<file path="config.mk">
export PLATFORM = sky130hd
export DESIGN_NAME = ldpc_min_row_sched_flat
export DESIGN_NICKNAME = d
export VERILOG_FILES = /design/src/rtl/ldpc_min_row_sched_pkg.sv /design/src/rtl/ldpc_min_row_sched_if.sv /design/src/rtl/ldpc_min_row_sched_tag_pipe.sv /design/src/rtl/ldpc_min_row_sched.sv /design/src/flat_wrapper.sv
export SDC_FILE = /design/constraint.sdc
export NUM_CORES = 1
export LEC_CHECK = 0
export CORE_MARGIN = 2
export CORE_UTILIZATION = 35
export CTS_CLUSTER_SIZE = 16
export DETAILED_ROUTE_END_ITERATION = 16
export PLACE_DENSITY = 0.75
export SETUP_SLACK_MARGIN = 0.4
export SKIP_LAST_GASP = 1
export SLEW_MARGIN = 40
export SYNTH_ARGS = -nofsm -noshare
export SYNTH_HDL_FRONTEND = slang
export SYNTH_SLANG_ARGS = --single-unit
export TNS_END_PERCENT = 1
</file>
<file path="constraint.sdc">
create_clock -name i_clock -period 2.5 [get_ports i_clock]
set_clock_uncertainty 0.05 [all_clocks]
set_input_delay 0.75 -clock i_clock [delete_from_list [all_inputs] [get_ports i_clock]]
set_output_delay 0.75 -clock i_clock [all_outputs]
set_load 0.01 [all_outputs]
</file>
<file path="src/rtl/ldpc_min_row_sched_pkg.sv">
// ==========================================================================
// ldpc_min_pkg : shared types and helpers for the LDPC min row scheduler
// Revision: 1.0
// ==========================================================================
`default_nettype none

package ldpc_min_pkg;

  localparam int LANES      = 8;
  localparam int TAG_BEAT_W = 8;

  typedef enum logic [1:0] {
    ST_IDLE  = 2'd0,
    ST_ISSUE = 2'd1,
    ST_DRAIN = 2'd2,
    ST_DONE  = 2'd3
  } state_t;

  typedef struct packed {
    logic                  valid;
    logic [TAG_BEAT_W-1:0] beat;
    logic [LANES-1:0]      mask;
  } tag_t;

  function automatic logic [2:0] onehot_to_lane(input logic [LANES-1:0] loc);
    logic [2:0] lane;
    lane = 3'd0;
    for (int k = LANES - 1; k >= 0; k--) begin
      if (loc[k]) lane = 3'(k);
    end
    return lane;
  endfunction

endpackage

`default_nettype wire

</file>
<file path="src/rtl/ldpc_min_row_sched_if.sv">
// ==========================================================================
// ldpc_min_row_sched_if : row, message, min-unit and result signals
// Revision: 1.0
// ==========================================================================
`default_nettype none

interface ldpc_min_row_sched_if #(
  parameter int WIDTH = 16,
  parameter int DEG_W = 6,
  parameter int IDX_W = 5
);
  logic               i_row_valid;
  logic               o_row_ready;
  logic [DEG_W-1:0]   i_row_degree;
  logic               i_msg_valid;
  logic               o_msg_ready;
  logic [8*WIDTH-1:0] i_msg_data;
  logic [8*WIDTH-1:0] o_min_in_data;
  logic [WIDTH-1:0]   i_min_out_data;
  logic [7:0]         i_min_location;
  logic               o_result_valid;
  logic               i_result_ready;
  logic [WIDTH-1:0]   o_result_min;
  logic [IDX_W-1:0]   o_result_index;
  logic               o_result_err;

  modport master (
    output i_row_valid, i_row_degree, i_msg_valid, i_msg_data,
           i_min_out_data, i_min_location, i_result_ready,
    input  o_row_ready, o_msg_ready, o_min_in_data, o_result_valid,
           o_result_min, o_result_index, o_result_err
  );

  modport slave (
    input  i_row_valid, i_row_degree, i_msg_valid, i_msg_data,
           i_min_out_data, i_min_location, i_result_ready,
    output o_row_ready, o_msg_ready, o_min_in_data, o_result_valid,
           o_result_min, o_result_index, o_result_err
  );
endinterface

`default_nettype wire

</file>
<file path="src/rtl/ldpc_min_row_sched_tag_pipe.sv">
// ==========================================================================
// ldpc_min_tag_pipe : shift register of in-flight beat tags
// Revision: 1.0
// ==========================================================================
`default_nettype none

module ldpc_min_tag_pipe
  import ldpc_min_pkg::*;
#(
  parameter int DEPTH = 4
) (
  input  wire  clk,
  input  wire  rst_n,
  input  tag_t push_tag,
  output tag_t out_tag,
  output logic any_valid
);

  tag_t stages [DEPTH];

  always_ff @(posedge clk or negedge rst_n) begin
    if (!rst_n) begin
      for (int i = 0; i < DEPTH; i++) stages[i] <= '0;
    end else begin
      stages[0] <= push_tag;
      for (int i = 1; i < DEPTH; i++) stages[i] <= stages[i-1];
    end
  end

  assign out_tag = stages[DEPTH-1];

  // Only stages that will still be in flight after this edge count as busy.
  always_comb begin
    any_valid = 1'b0;
    for (int i = 0; i < DEPTH - 1; i++) any_valid = any_valid | stages[i].valid;
  end

endmodule

`default_nettype wire

</file>
<file path="src/rtl/ldpc_min_row_sched.sv">
// ==========================================================================
// ldpc_min_row_sched : streams one LDPC row through the 8-lane min unit
// Revision: 1.0
// ==========================================================================
`default_nettype none

module ldpc_min_row_sched
  import ldpc_min_pkg::*;
#(
  parameter int WIDTH       = 16,
  parameter int MAX_DEGREE  = 32,
  parameter int MIN_LATENCY = 3,
  parameter int DEG_W       = 6,
  parameter int IDX_W       = 5
) (
  input wire i_clock,
  input wire i_reset_n,
  ldpc_min_row_sched_if.slave bus
);

  localparam int               CNT_W     = DEG_W - 3;
  localparam logic [DEG_W-1:0] MAX_DEG_C = DEG_W'(MAX_DEGREE);

  state_t           state;
  logic [DEG_W-1:0] degree;
  logic [CNT_W-1:0] beat;
  logic [CNT_W-1:0] last_beat;
  logic             row_err;
  logic [WIDTH-1:0] acc_min;
  logic [IDX_W-1:0] acc_idx;
  logic             acc_first;

  logic             deg_zero;
  logic             deg_over;
  logic [DEG_W-1:0] deg_eff;
  logic [DEG_W-1:0] deg_m1;

  assign deg_zero = (bus.i_row_degree == '0);
  assign deg_over = (bus.i_row_degree > MAX_DEG_C);
  assign deg_eff  = deg_over ? MAX_DEG_C : bus.i_row_degree;
  assign deg_m1   = deg_eff - DEG_W'(1);

  logic [DEG_W:0]       beat_base;
  logic [LANES-1:0]     lane_mask;
  logic [8*WIDTH-1:0]   masked_data;

  assign beat_base = {1'b0, beat, 3'b000};

  for (genvar k = 0; k < LANES; k++) begin : g_lane
    assign lane_mask[k] = (beat_base + (DEG_W+1)'(k)) < {1'b0, degree};
    assign masked_data[k*WIDTH +: WIDTH] =
      lane_mask[k] ? bus.i_msg_data[k*WIDTH +: WIDTH] : {WIDTH{1'b1}};
  end

  logic accept;
  tag_t push_tag;
  tag_t out_tag;
  logic pipe_busy;

  assign accept = (state == ST_ISSUE) && bus.i_msg_valid && bus.o_msg_ready;

  always_comb begin
    push_tag       = '0;
    push_tag.valid = accept;
    push_tag.beat  = TAG_BEAT_W'(beat);
    push_tag.mask  = lane_mask;
  end

  ldpc_min_tag_pipe #(
    .DEPTH (MIN_LATENCY + 1)
  ) u_tag_pipe (
    .clk       (i_clock),
    .rst_n     (i_reset_n),
    .push_tag  (push_tag),
    .out_tag   (out_tag),
    .any_valid (pipe_busy)
  );

  // A location that is empty, multi-hot or on a padded lane only occurs when
  // every live lane is all-ones, so lane 0 is as good an answer as any.
  logic [2:0]       raw_lane;
  logic [2:0]       lane;
  logic             lane_ok;
  logic             load;
  logic [IDX_W-1:0] cand_idx;
  logic [WIDTH-1:0] next_min;
  logic [IDX_W-1:0] next_idx;

  assign raw_lane = onehot_to_lane(bus.i_min_location);
  assign lane_ok  = $onehot(bus.i_min_location) && out_tag.mask[raw_lane];
  assign lane     = lane_ok ? raw_lane : 3'd0;
  assign cand_idx = IDX_W'({out_tag.beat, lane});
  assign load     = out_tag.valid && (acc_first || (bus.i_min_out_data < acc_min));
  assign next_min = load ? bus.i_min_out_data : acc_min;
  assign next_idx = load ? cand_idx : acc_idx;

  always_ff @(posedge i_clock or negedge i_reset_n) begin
    if (!i_reset_n) begin
      state              <= ST_IDLE;
      degree             <= '0;
      beat               <= '0;
      last_beat          <= '0;
      row_err            <= 1'b0;
      acc_min            <= '1;
      acc_idx            <= '0;
      acc_first          <= 1'b1;
      bus.o_row_ready    <= 1'b1;
      bus.o_msg_ready    <= 1'b0;
      bus.o_min_in_data  <= '0;
      bus.o_result_valid <= 1'b0;
      bus.o_result_min   <= '0;
      bus.o_result_index <= '0;
      bus.o_result_err   <= 1'b0;
    end else begin
      if (out_tag.valid) begin
        acc_min   <= next_min;
        acc_idx   <= next_idx;
        acc_first <= 1'b0;
      end
      if (accept) bus.o_min_in_data <= masked_data;

      case (state)
        ST_IDLE: begin
          if (bus.i_row_valid) begin
            bus.o_row_ready <= 1'b0;
            degree          <= deg_eff;
            beat            <= '0;
            last_beat       <= CNT_W'(deg_m1 >> 3);
            row_err         <= deg_zero || deg_over;
            if (deg_zero) begin
              state              <= ST_DONE;
              bus.o_result_valid <= 1'b1;
              bus.o_result_min   <= '1;
              bus.o_result_index <= '0;
              bus.o_result_err   <= 1'b1;
            end else begin
              state           <= ST_ISSUE;
              bus.o_msg_ready <= 1'b1;
            end
          end
        end
        ST_ISSUE: begin
          if (accept) begin
            beat <= beat + CNT_W'(1);
            if (beat == last_beat) begin
              state           <= ST_DRAIN;
              bus.o_msg_ready <= 1'b0;
            end
          end
        end
        ST_DRAIN: begin
          // The final tag is folded on this same edge via next_min/next_idx.
          if (!pipe_busy) begin
            state              <= ST_DONE;
            bus.o_result_valid <= 1'b1;
            bus.o_result_min   <= next_min;
            bus.o_result_index <= next_idx;
            bus.o_result_err   <= row_err;
          end
        end
        ST_DONE: begin
          if (bus.i_result_ready) begin
            state              <= ST_IDLE;
            bus.o_result_valid <= 1'b0;
            bus.o_row_ready    <= 1'b1;
            acc_min            <= '1;
            acc_idx            <= '0;
            acc_first          <= 1'b1;
          end
        end
        default: state <= ST_IDLE;
      endcase
    end
  end

endmodule

`default_nettype wire

</file>
<file path="src/flat_wrapper.sv">
// flat-port wrapper written by rule: the top's interface ports become plain ports
module ldpc_min_row_sched_flat import ldpc_min_pkg::*;
#(
  parameter int WIDTH       = 16,
  parameter int MAX_DEGREE  = 32,
  parameter int MIN_LATENCY = 3,
  parameter int DEG_W       = 6,
  parameter int IDX_W       = 5
)
  (i_clock, i_reset_n, bus_i_row_valid, bus_i_row_degree, bus_i_msg_valid, bus_i_msg_data, bus_i_min_out_data, bus_i_min_location, bus_i_result_ready, bus_o_row_ready, bus_o_msg_ready, bus_o_min_in_data, bus_o_result_valid, bus_o_result_min, bus_o_result_index, bus_o_result_err);
  ldpc_min_row_sched_if #(.WIDTH(WIDTH), .DEG_W(DEG_W), .IDX_W(IDX_W)) bus_i ();
  input wire i_clock;
  input wire i_reset_n;
  input wire logic [$bits(bus_i.i_row_valid)-1:0] bus_i_row_valid;
  input wire logic [$bits(bus_i.i_row_degree)-1:0] bus_i_row_degree;
  input wire logic [$bits(bus_i.i_msg_valid)-1:0] bus_i_msg_valid;
  input wire logic [$bits(bus_i.i_msg_data)-1:0] bus_i_msg_data;
  input wire logic [$bits(bus_i.i_min_out_data)-1:0] bus_i_min_out_data;
  input wire logic [$bits(bus_i.i_min_location)-1:0] bus_i_min_location;
  input wire logic [$bits(bus_i.i_result_ready)-1:0] bus_i_result_ready;
  output wire logic [$bits(bus_i.o_row_ready)-1:0] bus_o_row_ready;
  output wire logic [$bits(bus_i.o_msg_ready)-1:0] bus_o_msg_ready;
  output wire logic [$bits(bus_i.o_min_in_data)-1:0] bus_o_min_in_data;
  output wire logic [$bits(bus_i.o_result_valid)-1:0] bus_o_result_valid;
  output wire logic [$bits(bus_i.o_result_min)-1:0] bus_o_result_min;
  output wire logic [$bits(bus_i.o_result_index)-1:0] bus_o_result_index;
  output wire logic [$bits(bus_i.o_result_err)-1:0] bus_o_result_err;
  assign bus_i.i_row_valid = bus_i_row_valid;
  assign bus_i.i_row_degree = bus_i_row_degree;
  assign bus_i.i_msg_valid = bus_i_msg_valid;
  assign bus_i.i_msg_data = bus_i_msg_data;
  assign bus_i.i_min_out_data = bus_i_min_out_data;
  assign bus_i.i_min_location = bus_i_min_location;
  assign bus_i.i_result_ready = bus_i_result_ready;
  assign bus_o_row_ready = bus_i.o_row_ready;
  assign bus_o_msg_ready = bus_i.o_msg_ready;
  assign bus_o_min_in_data = bus_i.o_min_in_data;
  assign bus_o_result_valid = bus_i.o_result_valid;
  assign bus_o_result_min = bus_i.o_result_min;
  assign bus_o_result_index = bus_i.o_result_index;
  assign bus_o_result_err = bus_i.o_result_err;
  ldpc_min_row_sched #(.WIDTH(WIDTH), .MAX_DEGREE(MAX_DEGREE), .MIN_LATENCY(MIN_LATENCY), .DEG_W(DEG_W), .IDX_W(IDX_W)) u_core (.i_clock(i_clock), .i_reset_n(i_reset_n), .bus(bus_i));
endmodule
</file>
==> impl_metrics.json, run 1 <==
{
  "clkTransAtPathRegs_ns": 0.06,
  "drive_above_1_share": 0.123,
  "cts.sinks": 234,
  "critPathRequiredTime_ns": 2.89,
  "worst_slew_pin_slew_ns": 0.675,
  "num_vias": 7767,
  "finalInstanceArea_um2": 14500,
  "hold_viol_final": 0,
  "grt_pass1_vias": 8079,
  "rsz0062_at_grt": "yes",
  "coreArea_um2": 27000,
  "start_kind": "primary input",
  "drt_iter0_drc": 379,
  "syn_area_um2": 9610,
  "cpMaxStageDelayCell": "fa_1",
  "ys_seq_area_frac": 0.611,
  "clk-insertion-delay-late_ns": 0.53,
  "drc": 0,
  "die_area_um2": 28800,
  "synth_cells": 866,
  "port_buffers": 315,
  "path_cells": "buf_8, ha_4, fa_1, inv_2, fa_1, inv_1, ha_2, fa_1, nor4b_2, nand2_1, a21oi_1, mux2i_1, o21ai_1",
  "cp.arrival_ns": 3.45,
  "dr.pass1.iters": 4,
  "drv_slew": 0,
  "worstSetupEndpointType": "register",
  "die_h_um": 170,
  "cts-root-buf": "clkbuf_16",
  "ys_types": 61,
  "power_density_nw_per_um2": 1260,
  "gp_congestion": 0.807,
  "hold_buffers": 0,
  "antenna_cells": 0,
  "clockBufferDepth": 3,
  "grt_pass1_wl_um": 42000,
  "wire_per_inst_um": 16.5,
  "syn-num-nets": 1065,
  "timing.final.crit_share": 1.22,
  "wirelength_um": 26200,
  "slew-limit-headroom": 0.550,
  "cts_buffers": 26,
  "viasPerCell": 4.89,
  "ios": 316,
  "cts_tree": "yes",
  "synth_edf_count": 0,
  "cap_violations": 0,
  "grt_max_degree": 57,
  "synthFlopType": "dfrtp_1",
  "r2r_slack_ns": 0.05,
  "htree_levels": 1,
  "max_freq_ghz": 0.327,
  "overflow": 0,
  "crit_end": "u_core.bus.o_result_index[2]",
  "track_usage": 0.182,
  "dpl-instance-area_um2": 13600,
  "dp_cells": 1541,
  "synth_seq_cells": 234,
  "hold_class": "primary input to asynchronous set/reset pin",
  "synth-async-reset-ratio": 1.00,
  "hpwl_um": 18900,
  "cp_common_cell": "fa_1",
  "syn_area_per_cell_um2": 11.1,
  "report.final.setup_viol": 16,
  "rr_endpoint": "u_core.bus.o_result_index[0]",
  "period_needed_ns": 3.06,
  "failed_checks": "setup timing",
  "cp-startpoint": "bus_i_min_location[3]",
  "critPathKind": "primary input to register",
  "initial_core_util": 0.357,
  "status": "complete, but fails checks",
  "p_leak_nw": 6.52,
  "finalNonFillerCells": 1589,
  "vdd_drop_max_v": 0.000609,
  "die_w_um": 170,
  "reg2reg_from": "u_core.acc_min[13]",
  "ant_nets": 0,
  "area_growth_pct": 50.9,
  "crit_path_max_incr_delay_ns": 0.55,
  "reg2regPathDepth": 9,
  "path_max_fanout": 2,
  "antenna_found_initial": 0,
  "fin_nets": 1428,
  "setup_ws_ns": -0.555,
  "yosys_warnings": 0,
  "row_count": 60
}
[worst max-delay path: cells and delay by family]
family	cells	cell delay, ns
fa+ha+maj	5	1.81
simple gates	2	0.33
compound gates	2	0.28
buf+inv	3	0.18
mux	1	0.10
[how the worst min path moves through the flow]
| stage | from | endpoint | slack [ns] |
|---|---|---|---|
| global route | i_reset_n | u_core.bus.o_min_in_data[0] | 0.10 |
| detailed placement | u_core.u_tag_pipe.stages[19] | u_core.u_tag_pipe.out_tag[2] | 0.28 |
| finish | i_reset_n | u_core.bus.o_min_in_data[0] | 0.09 |
| global placement | u_core.u_tag_pipe.stages[19] | u_core.u_tag_pipe.out_tag[2] | 0.28 |
| CTS | i_reset_n | u_core.bus.o_min_in_data[6] | 0.10 |
| floorplan | u_core.u_tag_pipe.stages[17] | u_core.u_tag_pipe.out_tag[0] | 0.28 |
[cell usage in the layout (no fill, tap or decap), types with 4 or more instances in the layout]
| cell type | count |
|---|---|
| o22a_1 | 65 |
| a211oi_1 | 5 |
| nand3_1 | 4 |
| xnor2_1 | 4 |
| nor3_1 | 8 |
| buf_12 | 8 |
| dfstp_2 | 18 |
| a21o_1 | 8 |
| clkbuf_8 | 5 |
| inv_1 | 39 |
| dfrtp_1 | 216 |
| nor2b_1 | 4 |
| o21ai_0 | 86 |
| buf_4 | 57 |
| clkdlybuf4s50_1 | 308 |
| nor2_1 | 35 |
| clkbuf_1 | 8 |
| nand2_1 | 172 |
| a21oi_1 | 29 |
| ha_1 | 28 |
| mux2i_1 | 22 |
| clkinv_2 | 4 |
| clkbuf_16 | 27 |
| nand2b_1 | 9 |
[per-stage QoR]
stage	util	setup TNS, ns	total power (W)	hold slack (ns)	worst slack (ns)
global placement	0.506	-25.84	0.0143	0.281	-1.49
global route	0.538	-6.30	0.0194	0.104	-0.666
finish	0.538	-3.08	0.0182	0.0891	-0.555
floorplan	-	-5.02	0.0103	0.281	-0.865
CTS	0.538	-3.03	0.0185	0.101	-0.547
detailed placement	0.506	-27.63	0.0145	0.285	-1.56
[power breakdown]
part | switching, W | total, W | internal [W]
registers | 0.000902 | 0.00647 | 0.00557
clock network | 0.00151 | 0.00384 | 0.00233
logic | 0.00388 | 0.00790 | 0.00402
[layout make-up]
type | count | area [µm²]
inverters | 43 | 163
fillers | 2299 | 12400
repair buffers | 380 | 3740
clock inverters | 7 | 90.1
flip-flops and latches | 234 | 5880
well taps | 341 | 427
multi-input cells | 544 | 3430
clock buffers | 40 | 774
[synthesized netlist by cell type (6+ instances only)]
cell type / number / share of area
nor3_1: 8 / 0.0042
a21o_1: 8 / 0.0062
nand2_1: 172 / 0.067
dfrtp_1: 216 / 0.56
clkbuf_1: 34 / 0.013
inv_1: 42 / 0.016
nor2_1: 35 / 0.014
nand2b_1: 9 / 0.0059
o21ai_0: 87 / 0.045
dfstp_2: 18 / 0.049
buf_2: 6 / 0.0031
a21oi_1: 29 / 0.015
ha_1: 32 / 0.042
mux2i_1: 22 / 0.023
o22a_1: 65 / 0.059
[logic make-up after synthesis]
kind of cell,share of synthesized area
AO/OA/AOI/OAI,0.158
XOR/XNOR,0.00364
adder cells (fa/ha/maj),0.0500
buffers and inverters,0.0372
flip-flops,0.611
multiplexers,0.0241
AND/OR/NAND/NOR,0.116
[layer usage]
layer	up-vias	global-route usage	wire [µm]
met5	-	0	0
met4	0	0.0535	572
met3	41	0.0457	1740
met2	221	0.316	13000
met1	3796	0.223	10800
li1	3709	-	-
[state kept, by name, summed over array words and instances, names as in the netlist, 2 cells and up]
signal	cells
u_core.acc_idx	5
u_core.u_tag_pipe.stages	33
u_core.bus.o_result_min	16
u_core.u_tag_pipe.out_tag	11
u_core.degree	6
u_core.state	2
u_core.last_beat	3
u_core.bus.o_result_index	5
u_core.acc_min	16
u_core.bus.o_min_in_data	128
u_core.beat	3
[repair_timing]
item / in CTS / in global routing
resized for setup: 33 / 1
buffers inserted: 1 / 0
endpoints found under the setup margin: 293 / 312
pin swaps: 8 / 0
(Power assumes the default switching activity.)
==> run 2: changes to the inputs <==
Settings changed: CTS_CLUSTER_SIZE 16 to 20.
==> results of run 2 <==
No change in the layout: final DEF, timing and power equal those of run 1.
